--- config.mk ---
export PLATFORM = sky130hd
export DESIGN_NAME = instr_mem_loader_flat
export DESIGN_NICKNAME = d
export VERILOG_FILES = /design/src/rtl/instr_mem_loader_pkg.sv /design/src/rtl/instr_mem_loader_if.sv /design/src/rtl/instr_mem_loader_byte_packer.sv /design/src/rtl/instr_mem_loader.sv /design/src/flat_wrapper.sv
export SDC_FILE = /design/constraint.sdc
export NUM_CORES = 1
export LEC_CHECK = 0
export CAP_MARGIN = 30
export CORE_ASPECT_RATIO = 0.8
export CORE_MARGIN = 5
export CORE_UTILIZATION = 35
export CTS_CLUSTER_DIAMETER = 200
export DETAILED_ROUTE_END_ITERATION = 12
export PLACE_DENSITY = 0.59
export SETUP_SLACK_MARGIN = 0.1
export SLEW_MARGIN = 20
export SYNTH_ARGS = -nofsm -noshare
export SYNTH_HDL_FRONTEND = slang
export SYNTH_SLANG_ARGS = --single-unit
--- constraint.sdc ---
create_clock -name clk -period 2.5 [get_ports clk]
set_input_delay 0.25 -clock clk [delete_from_list [all_inputs] [get_ports clk]]
set_output_delay 0.25 -clock clk [all_outputs]
set_load 0.02 [all_outputs]
--- src/rtl/instr_mem_loader_pkg.sv ---
// Shared definitions for the instruction memory loader: loader states,
// word packing constants and a small address helper.
package instr_mem_loader_pkg;

  localparam int WORD_WIDTH     = 32;
  localparam int BYTES_PER_WORD = 4;
  localparam int LEN_WIDTH      = 8;

  typedef enum logic [2:0] {
    ST_IDLE    = 3'd0,
    ST_LEN     = 3'd1,
    ST_COLLECT = 3'd2,
    ST_WRITE   = 3'd3,
    ST_DONE    = 3'd4
  } loader_state_t;

  // Byte address of word 'idx' in a word-addressed memory starting at 'base'.
  function automatic logic [31:0] word_to_byte_addr(input logic [31:0] base,
                                                    input logic [31:0] idx);
    return base + (idx << 2);
  endfunction

endpackage

--- src/rtl/instr_mem_loader_if.sv ---
// Byte stream input plus instruction memory write port of the loader.
// The master is the host side (byte source / memory observer), the slave
// is the loader itself.
interface instr_mem_loader_if;
  import instr_mem_loader_pkg::*;

  logic [7:0]            byte_in;
  logic                  byte_valid;
  logic                  byte_ready;
  logic [WORD_WIDTH-1:0] mem_data_in;
  logic [31:0]           mem_address;
  logic                  mem_write;

  modport master (
    output byte_in,
    output byte_valid,
    input  byte_ready,
    input  mem_data_in,
    input  mem_address,
    input  mem_write
  );

  modport slave (
    input  byte_in,
    input  byte_valid,
    output byte_ready,
    output mem_data_in,
    output mem_address,
    output mem_write
  );

endinterface

--- src/rtl/instr_mem_loader_byte_packer.sv ---
// Packs a little-endian byte stream into 32-bit words. The three earlier
// bytes of a word are kept in a shift register; 'word' merges them with the
// byte currently on the bus, so it holds the complete word in the same cycle
// the fourth byte is accepted (flagged by word_full).
module byte_packer
  import instr_mem_loader_pkg::*;
(
  input  logic                  clk,
  input  logic                  rst_n,
  input  logic                  clear,
  input  logic                  accept,
  input  logic [7:0]            byte_in,
  output logic [WORD_WIDTH-1:0] word,
  output logic                  word_full
);

  logic [1:0]            byte_cnt;
  logic [WORD_WIDTH-9:0] shift_q;

  assign word      = {byte_in, shift_q};
  assign word_full = accept && (byte_cnt == 2'(BYTES_PER_WORD - 1));

  // Shift each accepted byte in from the top; clear wins so a length byte is never packed.
  always_ff @(posedge clk) begin
    if (!rst_n || clear) begin
      byte_cnt <= '0;
      shift_q  <= '0;
    end else if (accept) begin
      byte_cnt <= byte_cnt + 2'd1;
      shift_q  <= word[WORD_WIDTH-1:8];
    end
  end

endmodule

--- src/rtl/instr_mem_loader.sv ---
// Writer side of the instruction memory: takes a length byte followed by
// 4*N data bytes, writes N little-endian words starting at BASE_ADDR and
// keeps the CPU held until an image has been loaded without error.
module instr_mem_loader
  import instr_mem_loader_pkg::*;
#(
  parameter int          DATA_SIZE    = 32,
  parameter int          ADDRESS_SIZE = 5,
  parameter logic [31:0] BASE_ADDR    = 32'h0
)(
  input  logic               clk,
  input  logic               rst_n,
  input  logic               start,
  instr_mem_loader_if.slave  bus,
  output logic               busy,
  output logic               done,
  output logic               error,
  output logic               cpu_hold
);

  // One extra index bit so a full-depth image can count all the way to 2**ADDRESS_SIZE.
  localparam int          IDX_W = ADDRESS_SIZE + 1;
  localparam logic [31:0] DEPTH = 32'd1 << ADDRESS_SIZE;

  loader_state_t          state;
  logic                   byte_ready_q;
  logic                   mem_write_q;
  logic [DATA_SIZE-1:0]   mem_data_q;
  logic [31:0]            mem_addr_q;
  logic [IDX_W-1:0]       idx;
  logic [LEN_WIDTH-1:0]   len_q;

  logic                   accept;
  logic                   pack_clear;
  logic                   word_full;
  logic [WORD_WIDTH-1:0]  packed_word;
  logic [IDX_W-1:0]       idx_next;
  logic                   last_word;

  assign accept     = bus.byte_valid && byte_ready_q;
  assign pack_clear = (state == ST_LEN) || (state == ST_WRITE);
  assign idx_next   = idx + 1'b1;
  assign last_word  = (32'(idx_next) == 32'(len_q));

  assign bus.byte_ready  = byte_ready_q;
  assign bus.mem_write   = mem_write_q;
  assign bus.mem_data_in = mem_data_q;
  assign bus.mem_address = mem_addr_q;

  byte_packer u_packer (
    .clk       (clk),
    .rst_n     (rst_n),
    .clear     (pack_clear),
    .accept    (accept),
    .byte_in   (bus.byte_in),
    .word      (packed_word),
    .word_full (word_full)
  );

  // Load sequencer: all outputs are registered and set on the edge that enters each state.
  always_ff @(posedge clk) begin
    if (!rst_n) begin
      state        <= ST_IDLE;
      byte_ready_q <= 1'b0;
      mem_write_q  <= 1'b0;
      mem_data_q   <= '0;
      mem_addr_q   <= BASE_ADDR;
      idx          <= '0;
      len_q        <= '0;
      busy         <= 1'b0;
      done         <= 1'b0;
      error        <= 1'b0;
      cpu_hold     <= 1'b1;
    end else begin
      mem_write_q <= 1'b0;
      case (state)
        ST_IDLE, ST_DONE: begin
          if (start) begin
            state        <= ST_LEN;
            byte_ready_q <= 1'b1;
            busy         <= 1'b1;
            done         <= 1'b0;
            error        <= 1'b0;
            cpu_hold     <= 1'b1;
            idx          <= '0;
          end
        end
        ST_LEN: begin
          if (accept) begin
            if (bus.byte_in == 8'd0) begin
              state        <= ST_DONE;
              byte_ready_q <= 1'b0;
              busy         <= 1'b0;
              done         <= 1'b1;
              cpu_hold     <= 1'b0;
            end else if (32'(bus.byte_in) > DEPTH) begin
              state        <= ST_DONE;
              byte_ready_q <= 1'b0;
              busy         <= 1'b0;
              done         <= 1'b1;
              error        <= 1'b1;
            end else begin
              len_q <= bus.byte_in;
              state <= ST_COLLECT;
            end
          end
        end
        ST_COLLECT: begin
          if (word_full) begin
            state        <= ST_WRITE;
            byte_ready_q <= 1'b0;
            mem_write_q  <= 1'b1;
            mem_data_q   <= packed_word;
            mem_addr_q   <= word_to_byte_addr(BASE_ADDR, 32'(idx));
          end
        end
        ST_WRITE: begin
          idx <= idx_next;
          if (last_word) begin
            state    <= ST_DONE;
            busy     <= 1'b0;
            done     <= 1'b1;
            cpu_hold <= 1'b0;
          end else begin
            state        <= ST_COLLECT;
            byte_ready_q <= 1'b1;
          end
        end
        default: begin
          state        <= ST_IDLE;
          byte_ready_q <= 1'b0;
          busy         <= 1'b0;
        end
      endcase
    end
  end

endmodule
--- src/flat_wrapper.sv ---
// flat-port wrapper written by rule: the top's interface ports become plain ports
module instr_mem_loader_flat import instr_mem_loader_pkg::*;
#(
  parameter int          DATA_SIZE    = 32,
  parameter int          ADDRESS_SIZE = 5,
  parameter logic [31:0] BASE_ADDR    = 32'h0
)
  (clk, rst_n, start, busy, done, error, cpu_hold, bus_byte_in, bus_byte_valid, bus_byte_ready, bus_mem_data_in, bus_mem_address, bus_mem_write);
  instr_mem_loader_if bus_i ();
  input  logic clk;
  input  logic rst_n;
  input  logic start;
  output logic busy;
  output logic done;
  output logic error;
  output logic cpu_hold;
  input wire logic [$bits(bus_i.byte_in)-1:0] bus_byte_in;
  input wire logic [$bits(bus_i.byte_valid)-1:0] bus_byte_valid;
  output wire logic [$bits(bus_i.byte_ready)-1:0] bus_byte_ready;
  output wire logic [$bits(bus_i.mem_data_in)-1:0] bus_mem_data_in;
  output wire logic [$bits(bus_i.mem_address)-1:0] bus_mem_address;
  output wire logic [$bits(bus_i.mem_write)-1:0] bus_mem_write;
  assign bus_i.byte_in = bus_byte_in;
  assign bus_i.byte_valid = bus_byte_valid;
  assign bus_byte_ready = bus_i.byte_ready;
  assign bus_mem_data_in = bus_i.mem_data_in;
  assign bus_mem_address = bus_i.mem_address;
  assign bus_mem_write = bus_i.mem_write;
  instr_mem_loader #(.DATA_SIZE(DATA_SIZE), .ADDRESS_SIZE(ADDRESS_SIZE), .BASE_ADDR(BASE_ADDR)) u_core (.clk(clk), .rst_n(rst_n), .start(start), .bus(bus_i), .busy(busy), .done(done), .error(error), .cpu_hold(cpu_hold));
endmodule
Word level (Yosys, flattened, before mapping)

Index checks and enable logic that the tools add are counted.

Bits in registers: 87
Input bits: 12
Word-level logic and storage cells: 86

$add $sub $neg: 2
Magnitude comparators: 1
Eq/ne operators: 15
Multiplexer cells: 31
Bitwise logic cells: 3
Reduce and logical (&&, ||, !) cells: 21

Operator list:

| cell                | number |
|---|---|
| $reduce_and 5->1    | 5 |
| $mux 3              | 6 |
| $mux 1              | 17 |
| $ne 2x2->1 const B  | 7 |
| $pmux 3 s4          | 1 |
| $pmux 6 s2          | 1 |
| $eq 6x8->1          | 1 |
| $gt 8x6->1 const B  | 1 |
| $logic_not 8->1     | 1 |
| $pmux 1 s4          | 2 |
| $add 6x1->6 const B | 1 |
| $eq 3x2->1 const B  | 2 |
| $mux 6              | 1 |
| $pmux 1 s3          | 2 |
| $reduce_and 2->1    | 3 |
| $reduce_and 4->1    | 1 |
| $reduce_bool 2->1   | 2 |
| $eq 3x1->1 const B  | 1 |
| $eq 3x3->1 const B  | 1 |
| $logic_not 3->1     | 1 |
| $ne 3x3->1 const B  | 1 |
| $not 1->1           | 3 |
| $reduce_and 3->1    | 1 |
| $reduce_bool 3->1   | 1 |
| 8 further kinds     | 10 |

Logic depth before layout (Yosys ltp)

Depth after elaboration: 5
Mapped depth: 7

Modules after synthesis

A second synthesis with hierarchy kept.

Cell total of the unflattened synthesis: 437
Area total of the unflattened synthesis: 3957.5 um2

By module, submodules not included:

| module           | instances | cells an instance | area each (um2) |
|---|---|---|---|
| instr_mem_loader | 1         | 342               | 2910.3 |
| byte_packer      | 1         | 95                | 1047.3 |

Least setup slack after synthesis

Ideal clock, no wire load.

Kind: input to register
Start point: in bus_byte_in[1]
End point: reg u_core.byte_ready_q (netlist: u_core.bus.byte_ready)
Library setup time: 0.064 ns
Data arrival time: 1.837 ns
Required time: 2.436 ns
Setup slack: 0.599 ns
Cell stages on the path: 6
Buffers on the path: 0
Path through: or4_4 -> or3_4 -> and4_4 -> nor3b_2 -> mux2_1 -> nor2_1

Cells in the longest elaborated chain, start to end: 4

Ends and longest elaborated chain:

| element                                            | RTL line               | source |
|---|---|---|
| start: declaration                                 | flat_wrapper.sv:17     | `input wire logic [$bits(bus_i.byte_in)-1:0] bus_byte_in;` |
| branches (longest 4 deep; another with $gt 8x6->1) | --                     |  |
| end signal: assignment                             | instr_mem_loader.sv:80 | `byte_ready_q <= 1'b1;` |
| end signal: assignment                             | instr_mem_loader.sv:92 | `byte_ready_q <= 1'b0;` |
| end signal: assignment                             | instr_mem_loader.sv:98 | `byte_ready_q <= 1'b0;` |
| end: declaration                                   | instr_mem_loader.sv:26 | `logic byte_ready_q;` |

Parallel ways; which one is timed is not known. The select of a mux whose other input is x is not followed.
A chain may end at the register's enable or synchronous reset.

Worst setup path in the final report

Ends and elaborated chain as after synthesis.

==> metrics.txt <==
most frequent cells in the layout 144 x nand2_1, 87 x dfxtp_1, 55 x clkdlybuf4s50_1; most common cell after layout, fill and taps aside nand2_1; Layout area overhead 24.6%; Fin Setup TNS 0 ps; clock latency on the worst-skew pair 340 ps; Setup Viol. Count Final 0; Overflow after GRT 0; flops & latches, synth 87; num rows 33; fraction of registers with async set/reset 0; Post-synth EDFFs 0; worst vdd ir 274 µV; fill count 1048; Ports 82; vias 3085; I/O Buffers 55; placer congestion estimate 0.761; Num CTS Buffers 9; Ys Warns 0; drt via density around 4.7; Final WS setup 382 ps; main flop type after synthesis dfxtp_1; die area 12900 µm²; fin crit share 0.847; portion of the post-synthesis area used by sequential elements 0.464; Core Area just over 10000 µm²; hold buffers post-CTS 0; worst-case clock buffer depth 2; Syn Inst Count 458; Slew @ Worst Pin 867 ps; Routed wire per std cell 13.3 µm; # resized after CTS 0; GRT Util Overall 0.140; max_slew headroom 0.420; die width 126 µm; H-Tree Depth 3; CP startpoint kind primary input; dpl hpwl ~6400 µm; Slew Viols, Final 0; unrepaired setup endpoints after global routing false; synthesized area per cell between 8 and 9 µm²; DR DRC count 0; CTS tree built; Min-Delay Path Depth 2; wl on met1 ~4300 µm; pwr dens approximately 630 nW/µm²; max-cap violations 0; worst-path maximum fanout 3; final hold vios 0; initial antenna violation count 0; worst r2r path cells 7; synthesized area 3750 µm²; met3 wire length 435 µm; CTS sink count 87; fmax 0.472 GHz; fin nets 525; critical path capture point type flip-flop; Data required, critical path 2770 ps; antenna cells 0; first-pass GRT wire length 14700 µm; pre-CTS setup slack roughly 35 ps; die height 103 µm; Detailed Route Iter0 Violations 167; Worst EP arrival 2390 ps; met2 wire len about 3900 µm; Max Clock Skew 8.40 ps; Clock transition at path regs 60 ps; Detail Route Antenna Nets 0; Netlist cell types 46; Setup Buffers After CTS 0; worst hold-check path type flip-flop to flip-flop; minimum clock period after layout roughly 2100 ps; drt total wl 8730 µm; status complete, no violations; largest net degree at the start of global routing 41; vias in the first global route between 2k and 3k; DR pass1 iterations 4; leakage power 1.61 nW; highest routed metal layer met4; Root Buffer clkbuf_16; fraction of layout cells with a size suffix above 1 0.0756; critical path type primary input to flip-flop; initial core utilization 0.362
[Yosys cell counts, types with 3 or more instances]
library cell / n / area [µm²]
o21ai_0: 10 / 50.1
nand2_1: 144 / 541
nor2b_1: 13 / 81.3
o21a_1: 3 / 22.5
a21oi_1: 33 / 165
xnor2_1: 7 / 61.3
a21boi_0: 41 / 308
nor3_1: 7 / 35.0
nor2_1: 9 / 33.8
clkbuf_1: 21 / 78.8
mux2i_1: 6 / 60.1
buf_1: 4 / 15.0
buf_4: 26 / 195
and2_1: 4 / 25.0
nand3_1: 7 / 35.0
dfxtp_1: 87 / 1740
[state kept, by name (all words and copies together) (netlist names), 2 cells and up]
signal	cells
u_core.idx	6
u_core.u_packer.shift_q	24
u_core.bus.mem_address	6
u_core.bus.mem_data_in	32
u_core.len_q	8
u_core.state	3
u_core.u_packer.byte_cnt	2
[area by class of cell]
class                           instances  area (µm²)  area share
Clock inverter                          5        40.0     0.00857
Multi-Input combinational cell        340        1790       0.382
Sequential cell                        87        1740       0.373
Tap cell                              140         175      0.0375
Clock buffer                           11         253      0.0541
Inverter                                2        7.51     0.00161
Timing Repair Buffer                   71         671       0.143
[final timing paths]
kind / startpoint / to / slack [ps]
worst max-delay path: bus_byte_in[1] / u_core.bus.byte_ready / 380
worst min-delay path: u_core.done / u_core.done / 450
worst min register to register: u_core.done / u_core.done / 450
worst max register to register: u_core.idx[1] / u_core.cpu_hold / 450
[per-layer routing]
layer | global-route usage | vias up
met1 | 0.182 | 1448
met5 | 0 | -
met3 | 0.0352 | 11
met2 | 0.227 | 64
li1 | - | 1562
met4 | 0.0544 | 0
[power by group]
group          switching, mW  leakage (nW)  internal, mW
Sequential            0.0167         0.702          1.40
Combinational          0.145         0.772        0.0754
Clock                  0.557         0.134         0.733
[per-stage QoR]
step | hold slack (ps) | util | total power [mW] | area [µm²] | instances
after floorplan | 386 | - | 1.62 | 3850 | 483
after global placement | 443 | 0.423 | 1.67 | 4380 | 640
after detailed placement | 445 | 0.423 | 1.67 | 4380 | 640
after CTS | 454 | 0.451 | 2.96 | 4670 | 656
after global routing | 474 | 0.451 | 3.04 | 4670 | 656
final | 450 | 0.451 | 2.93 | 4670 | 656
[cells by family (layout without fill, tap and decap cells)]
group,Yosys count,in the layout,synth area share
AND/OR/NAND/NOR,201,201,0.240
AO/OA/AOI/OAI,95,95,0.164
flip-flops,87,87,0.464
buffers and inverters,56,89,0.0847
XOR/XNOR,9,9,0.0210
multiplexers,7,7,0.0190
adder cells (fa/ha/maj),2,2,0.00667
other,1,26,0.000999
[critical path, cell delays in order]
cell	delay [ps]
clkdlybuf4s50_1	420
or4_4	580
or3_4	350
and4_4	160
nor3b_2	190
mux2_1	350
nor2_1	90
Power figures use the tool's default switching activity.
